`src/rtl/demo_switch_player_pkg.sv`:
```
// Shared types and helpers for the switch-game demo player.
package game_pkg;

  localparam int NUM_SW = 10;

  typedef enum logic [2:0] {
    IDLE,
    WAIT,
    REACT,
    TOGGLE,
    SETTLE
  } player_state_t;

  // True when exactly one bit is set; all-zero and multi-bit lamps are rejected.
  function automatic logic is_onehot(input logic [NUM_SW-1:0] vec);
    return (vec != '0) && ((vec & (vec - NUM_SW'(1))) == '0);
  endfunction

  // Rotate left by one; the top switch wraps to switch 0.
  function automatic logic [NUM_SW-1:0] rotl1(input logic [NUM_SW-1:0] vec);
    return {vec[NUM_SW-2:0], vec[NUM_SW-1]};
  endfunction

endpackage

```
`src/rtl/demo_switch_player_delay_counter.sv`:
```
// 32-bit load/count-down timer shared by the kick, react and settle phases.
module delay_counter (
  input  logic        clk,
  input  logic        reset_n,
  input  logic        i_load,
  input  logic [31:0] i_load_val,
  input  logic        i_en,
  output logic        o_zero
);

  logic [31:0] r_cnt;

  // Load wins over count; the counter parks at zero.
  always_ff @(posedge clk) begin
    if (!reset_n)                   r_cnt <= '0;
    else if (i_load)                r_cnt <= i_load_val;
    else if (i_en && r_cnt != '0)   r_cnt <= r_cnt - 32'd1;
  end

  assign o_zero = (r_cnt == '0);

endmodule

```
`src/rtl/demo_switch_player.sv`:
```
// Attract-mode player: watches the one-hot LED prompt and flips the prompted
// switch after a reaction delay, with a deliberate miss every MISS_EVERY rounds.
module demo_switch_player
  import game_pkg::*;
#(
  parameter int REACT_CYCLES  = 25000000,
  parameter int SETTLE_CYCLES = 1000000,
  parameter int KICK_CYCLES   = 50000000,
  parameter int MISS_EVERY    = 7
) (
  input  logic              clk,
  input  logic              reset_n,
  input  logic              enable,
  input  logic [NUM_SW-1:0] led_prompt,
  input  logic [NUM_SW-1:0] sw_in,
  output logic [NUM_SW-1:0] sw_out,
  output logic              demo_active,
  output logic              busy,
  output logic [7:0]        rounds_played
);

  localparam logic [31:0] REACT_LOAD  = 32'(REACT_CYCLES - 1);
  localparam logic [31:0] SETTLE_LOAD = 32'(SETTLE_CYCLES - 1);
  localparam logic [31:0] KICK_LOAD   = 32'(KICK_CYCLES - 1);
  localparam logic [7:0]  MISS_LAST   = 8'(MISS_EVERY - 1);

  player_state_t     r_state, w_next;
  logic [NUM_SW-1:0] r_prompt, r_last_prompt, r_tgt, r_sw_out;
  logic [7:0]        r_miss_cnt, r_rounds;
  logic              r_demo_active, r_busy;

  logic              w_load, w_en, w_zero, w_latch, w_fire, w_kick, w_miss;
  logic [31:0]       w_load_val;
  logic              w_onehot, w_new;
  logic [NUM_SW-1:0] w_fire_tgt, w_flip;

  delay_counter u_dly (
    .clk       (clk),
    .reset_n   (reset_n),
    .i_load    (w_load),
    .i_load_val(w_load_val),
    .i_en      (w_en),
    .o_zero    (w_zero)
  );

  // The prompt is registered once so the FSM decides on a stable value;
  // this also gives the prompt-to-REACT step its one-cycle latency.
  assign w_onehot   = is_onehot(r_prompt);
  assign w_new      = w_onehot && (r_prompt != r_last_prompt);
  assign w_fire_tgt = w_kick ? NUM_SW'(1) : r_tgt;
  assign w_miss     = (MISS_EVERY != 0) && (r_miss_cnt == MISS_LAST);
  assign w_flip     = w_miss ? rotl1(w_fire_tgt) : w_fire_tgt;

  // State register.
  always_ff @(posedge clk) begin
    if (!reset_n) r_state <= IDLE;
    else          r_state <= w_next;
  end

  // Next-state and timer control; enable dropping overrides everything.
  always_comb begin
    w_next     = r_state;
    w_load     = 1'b0;
    w_load_val = '0;
    w_en       = 1'b0;
    w_latch    = 1'b0;
    w_fire     = 1'b0;
    w_kick     = 1'b0;
    if (r_state != IDLE && !enable) begin
      w_next = IDLE;
    end else begin
      case (r_state)
        IDLE: if (enable) begin
          w_next = WAIT; w_load = 1'b1; w_load_val = KICK_LOAD;
        end
        WAIT: begin
          if (w_new) begin
            w_latch = 1'b1; w_load = 1'b1; w_load_val = REACT_LOAD; w_next = REACT;
          end else if (w_zero) begin
            w_kick = 1'b1; w_fire = 1'b1; w_next = TOGGLE;
          end else begin
            w_en = 1'b1;
          end
        end
        REACT: begin
          if (!w_onehot) begin
            w_next = WAIT; w_load = 1'b1; w_load_val = KICK_LOAD;
          end else if (w_new) begin
            w_latch = 1'b1; w_load = 1'b1; w_load_val = REACT_LOAD;
          end else if (w_zero) begin
            w_fire = 1'b1; w_next = TOGGLE;
          end else begin
            w_en = 1'b1;
          end
        end
        TOGGLE: begin
          w_load = 1'b1; w_load_val = SETTLE_LOAD; w_next = SETTLE;
        end
        SETTLE: begin
          if (w_zero) begin
            w_next = WAIT; w_load = 1'b1; w_load_val = KICK_LOAD;
          end else begin
            w_en = 1'b1;
          end
        end
        default: w_next = IDLE;
      endcase
    end
  end

  // Datapath: the switch flip is registered on the edge that enters TOGGLE,
  // so sw_out moves exactly REACT_CYCLES edges after REACT is entered.
  always_ff @(posedge clk) begin
    if (!reset_n) begin
      r_prompt      <= '0;
      r_last_prompt <= '0;
      r_tgt         <= '0;
      r_sw_out      <= '0;
      r_miss_cnt    <= '0;
      r_rounds      <= '0;
      r_demo_active <= 1'b0;
      r_busy        <= 1'b0;
    end else begin
      r_prompt      <= led_prompt;
      r_demo_active <= (w_next != IDLE);
      // Busy stays continuous across the single toggle cycle.
      r_busy        <= (w_next == REACT) || (w_next == TOGGLE) || (w_next == SETTLE);
      if (r_state == IDLE) r_sw_out <= sw_in;
      if (r_state == IDLE && enable) begin
        r_rounds      <= '0;
        r_miss_cnt    <= '0;
        r_last_prompt <= led_prompt;
      end
      if (w_latch) begin
        r_tgt         <= r_prompt;
        r_last_prompt <= r_prompt;
      end
      if (w_kick) r_tgt <= NUM_SW'(1);
      if (w_fire) begin
        r_sw_out <= r_sw_out ^ w_flip;
        if (w_miss)               r_miss_cnt <= '0;
        else if (MISS_EVERY != 0) r_miss_cnt <= r_miss_cnt + 8'd1;
        if (r_rounds != 8'hFF)    r_rounds   <= r_rounds + 8'd1;
      end
    end
  end

  assign sw_out        = r_sw_out;
  assign demo_active   = r_demo_active;
  assign busy          = r_busy;
  assign rounds_played = r_rounds;

endmodule
```
`config.mk`:
```
export PLATFORM = sky130hd
export DESIGN_NAME = demo_switch_player
export DESIGN_NICKNAME = d
export VERILOG_FILES = /design/src/rtl/demo_switch_player_pkg.sv /design/src/rtl/demo_switch_player_delay_counter.sv /design/src/rtl/demo_switch_player.sv
export SDC_FILE = /design/constraint.sdc
export NUM_CORES = 1
export LEC_CHECK = 0
export BUFFER_PORTS_ARGS = -buffer_cell sky130_fd_sc_hd__buf_2
export CAP_MARGIN = 10
export CORE_MARGIN = 2
export CORE_UTILIZATION = 40
export CTS_CLUSTER_DIAMETER = 40
export DETAILED_ROUTE_END_ITERATION = 7
export PLACE_DENSITY_LB_ADDON = 0.08
export SYNTH_ARGS = -nofsm -noshare
export SYNTH_HDL_FRONTEND = slang
export SYNTH_SLANG_ARGS = --single-unit
```
`constraint.sdc`:
```
create_clock -name clk -period 3.7 [get_ports clk]
set_clock_uncertainty 0.15 [all_clocks]
set_input_delay 0.185 -clock clk [delete_from_list [all_inputs] [get_ports clk]]
set_output_delay 0.185 -clock clk [all_outputs]
set_load 0.005 [all_outputs]
```
==> impl_metrics.json <==
{
  "antenna_cells": 0,
  "grt_max_degree": 30,
  "async_flop_share": 0,
  "cp-startpoint": "r_prompt[3]",
  "clockBufferDepth": 2,
  "ys_ff_latch": 93,
  "syn_inst": 604,
  "synth_cell_type_count": 65,
  "firstDrtPassIters": 5,
  "wl_per_cell_um": 15.3,
  "maxCapViolCount": 0,
  "antenna_left": 0,
  "final_core_util": 0.483,
  "die_y_um": 114,
  "port_buffers": 42,
  "fp.dieW_um": 114,
  "start_util": 0.408,
  "post_cts_resized": 0,
  "area_growth_pct": 18.3,
  "grt_pass1_wl_mm": 21.4,
  "worstPathMaxFanout": 15,
  "critPathKind": "reg -> reg",
  "cp.required_ps": 3840,
  "fin_crit_sh": 0.907,
  "clockRootBuffer": "clkbuf_16",
  "hpwlAfterDp_mm": 8.85,
  "endpoint": "rounds_played[4]",
  "cts.sink_count": 93,
  "clkLatencyLatePin_ps": 350,
  "cts_tree": "yes",
  "finalHoldViolCount": 0,
  "yosysSeqAreaShare": 0.383,
  "first_iter_violations": 314,
  "rsz0062_at_grt": "false",
  "yosys_warnings": 0,
  "r2r-end": "rounds_played[4]",
  "post_dp_cell_area_um2": 5260,
  "hp-start": "enable",
  "drive_gt1_frac": 0.143,
  "rrSetupSlack_ps": 340,
  "die_area_um2": 13000,
  "ios": 43,
  "tightestPinTransition_ps": 742,
  "synth-main-ff-cell": "dfxtp_1",
  "slew_headroom": 0.503,
  "antenna_found_initial": 0,
  "p_leak_nw": 2.28,
  "clk_pin_slew_worst_paths_ps": 70,
  "row_count": 40,
  "fmax_mhz": 298,
  "drv_slew": 0,
  "syn-num-nets": 632,
  "critical_path.endpoint_type": "register",
  "finalSetupViolCount": 0,
  "nets": 688,
  "status": "finished, final reports clean",
  "cellPowerDensity_nw_per_um2": 430,
  "ys_top_cells_by_area": "dfxtp_1 38%, a21oi_1 5.8%, nand2_1 4.8%",
  "synth_top_cell_area_share": 0.383,
  "drt-vias-per-instance": 5.60,
  "fin_crit_ps": 3360,
  "final.setup.tns_ps": 0,
  "final_cell_area_um2": 5750,
  "worstHoldPathType": "in -> reg",
  "synth_area_um2": 4860,
  "htreeDepth": 3,
  "grt_overflow": 0,
  "critPathArrivalTime_ps": 3490,
  "core_um2": 11900,
  "place.gp.congestion": 0.805,
  "r2r-start": "r_prompt[3]",
  "numCtsBuffers": 9,
  "route.detailed.drc": 0,
  "yosysTopAreaCell": "dfxtp_1",
  "grt_usage": 0.204,
  "synth.avg_cell_area_um2": 8.05,
  "synth-edff-count": 0,
  "vdd_drop_max_v": 0.000275,
  "final_common_cell": "dfxtp_1",
  "startpoint_type": "register",
  "routed-via-count": 4549,
  "r2r.worst_path.cells": 8,
  "layout_common_cells": "93 x dfxtp_1, 62 x nand2_1, 56 x a21oi_1, 46 x nor2_1, 42 x buf_2",
  "grt_pass1_vias": 4290,
  "wl_mm": 12.5
}
==> per-stage QoR <==
stage	setup slack [ps]	cells	power, mW	hold slack [ps]
2_1_floorplan	543	604	1.44	157
3_3_place_gp	436	776	1.57	250
3_5_place_dp	363	776	1.58	255
4_1_cts	333	812	2.50	55.2
5_1_grt	40.9	812	2.61	69.7
6_report	343	812	2.47	72.6
==> power by group <==
part	total, mW	internal, mW	switching, mW
sequential	1.14	1.07	0.0676
clock	0.893	0.477	0.416
combinational	0.442	0.179	0.263
==> worst min-delay path by stage <==
stage / endpoint / slack (ps) / cells past startpoint
finish: r_state[2] / 70 / 2
global route: r_state[2] / 70 / 2
CTS: r_state[2] / 60 / 2
detailed placement: r_prompt[5] / 260 / 2
global placement: r_prompt[6] / 250 / 2
floorplan: r_prompt[0] / 160 / 1
==> cells in the mapped netlist (all sizes together), types with 8 or more instances <==
library cell  number
inv               19
nand4             17
nor3              24
dfxtp             93
and3              16
clkbuf            27
a21oi             56
and2              15
xnor2             13
a31oi             18
nor2              46
nor4               9
buf                8
nand2b             8
nand3             26
nand2             62
a32oi              8
xor2              22
o21ai             27
mux2i              9
==> logic make-up (layout without fill, tap and decap cells) <==
group / count (synthesis) / in the layout / synth area share
AO/OA/AOI/OAI: 149 / 149 / 0.196
XOR/XNOR: 35 / 35 / 0.0631
adder cells (fa/ha/maj): 7 / 7 / 0.0170
buffers and inverters: 54 / 115 / 0.0432
flip-flops: 93 / 93 / 0.383
multiplexers: 10 / 10 / 0.0208
AND/OR/NAND/NOR: 256 / 256 / 0.276
==> worst max-delay path, cell delays in order (launching register included) <==
cell and delay [ps]:
dfxtp_1 360, or4_4 590, nor3_2 140, xor2_1 240, o41ai_2 130, o21ai_2 490
o2111ai_1 460, or3b_2 580, a21oi_1 150
==> cell type report <==
cell class | instances | area (um^2)
clock buffers | 10 | 239
clock inverters | 6 | 48.8
fillers | 1158 | 6160
inverters | 19 | 71.3
multi-input cells | 457 | 2800
flip-flops and latches | 93 | 1860
well taps | 147 | 184
repair buffers | 80 | 546
==> metal layers <==
metal	routed length [um]	vias to the layer above	global-route usage	share of wire
li1	-	2308	-	-
met1	6400	2127	0.295	0.51
met2	5360	101	0.306	0.43
met3	518	13	0.0413	0.042
met4	175	0	0.0642	0.014
met5	0	-	0	0
==> state kept, by name, indices dropped and copies added (netlist names) <==
signal	flops
r_prompt	10
r_state	3
r_tgt	10
demo_active	1
u_dly.r_cnt	32
r_miss_cnt	8
rounds_played	8
busy	1
sw_out	10
r_last_prompt	10
==> timing repair <==
item	4_1_cts	5_1_grt
hold endpoints to repair	30	0
buffers inserted	0	0
hold buffers	20	0
(Power assumes the default switching activity.)
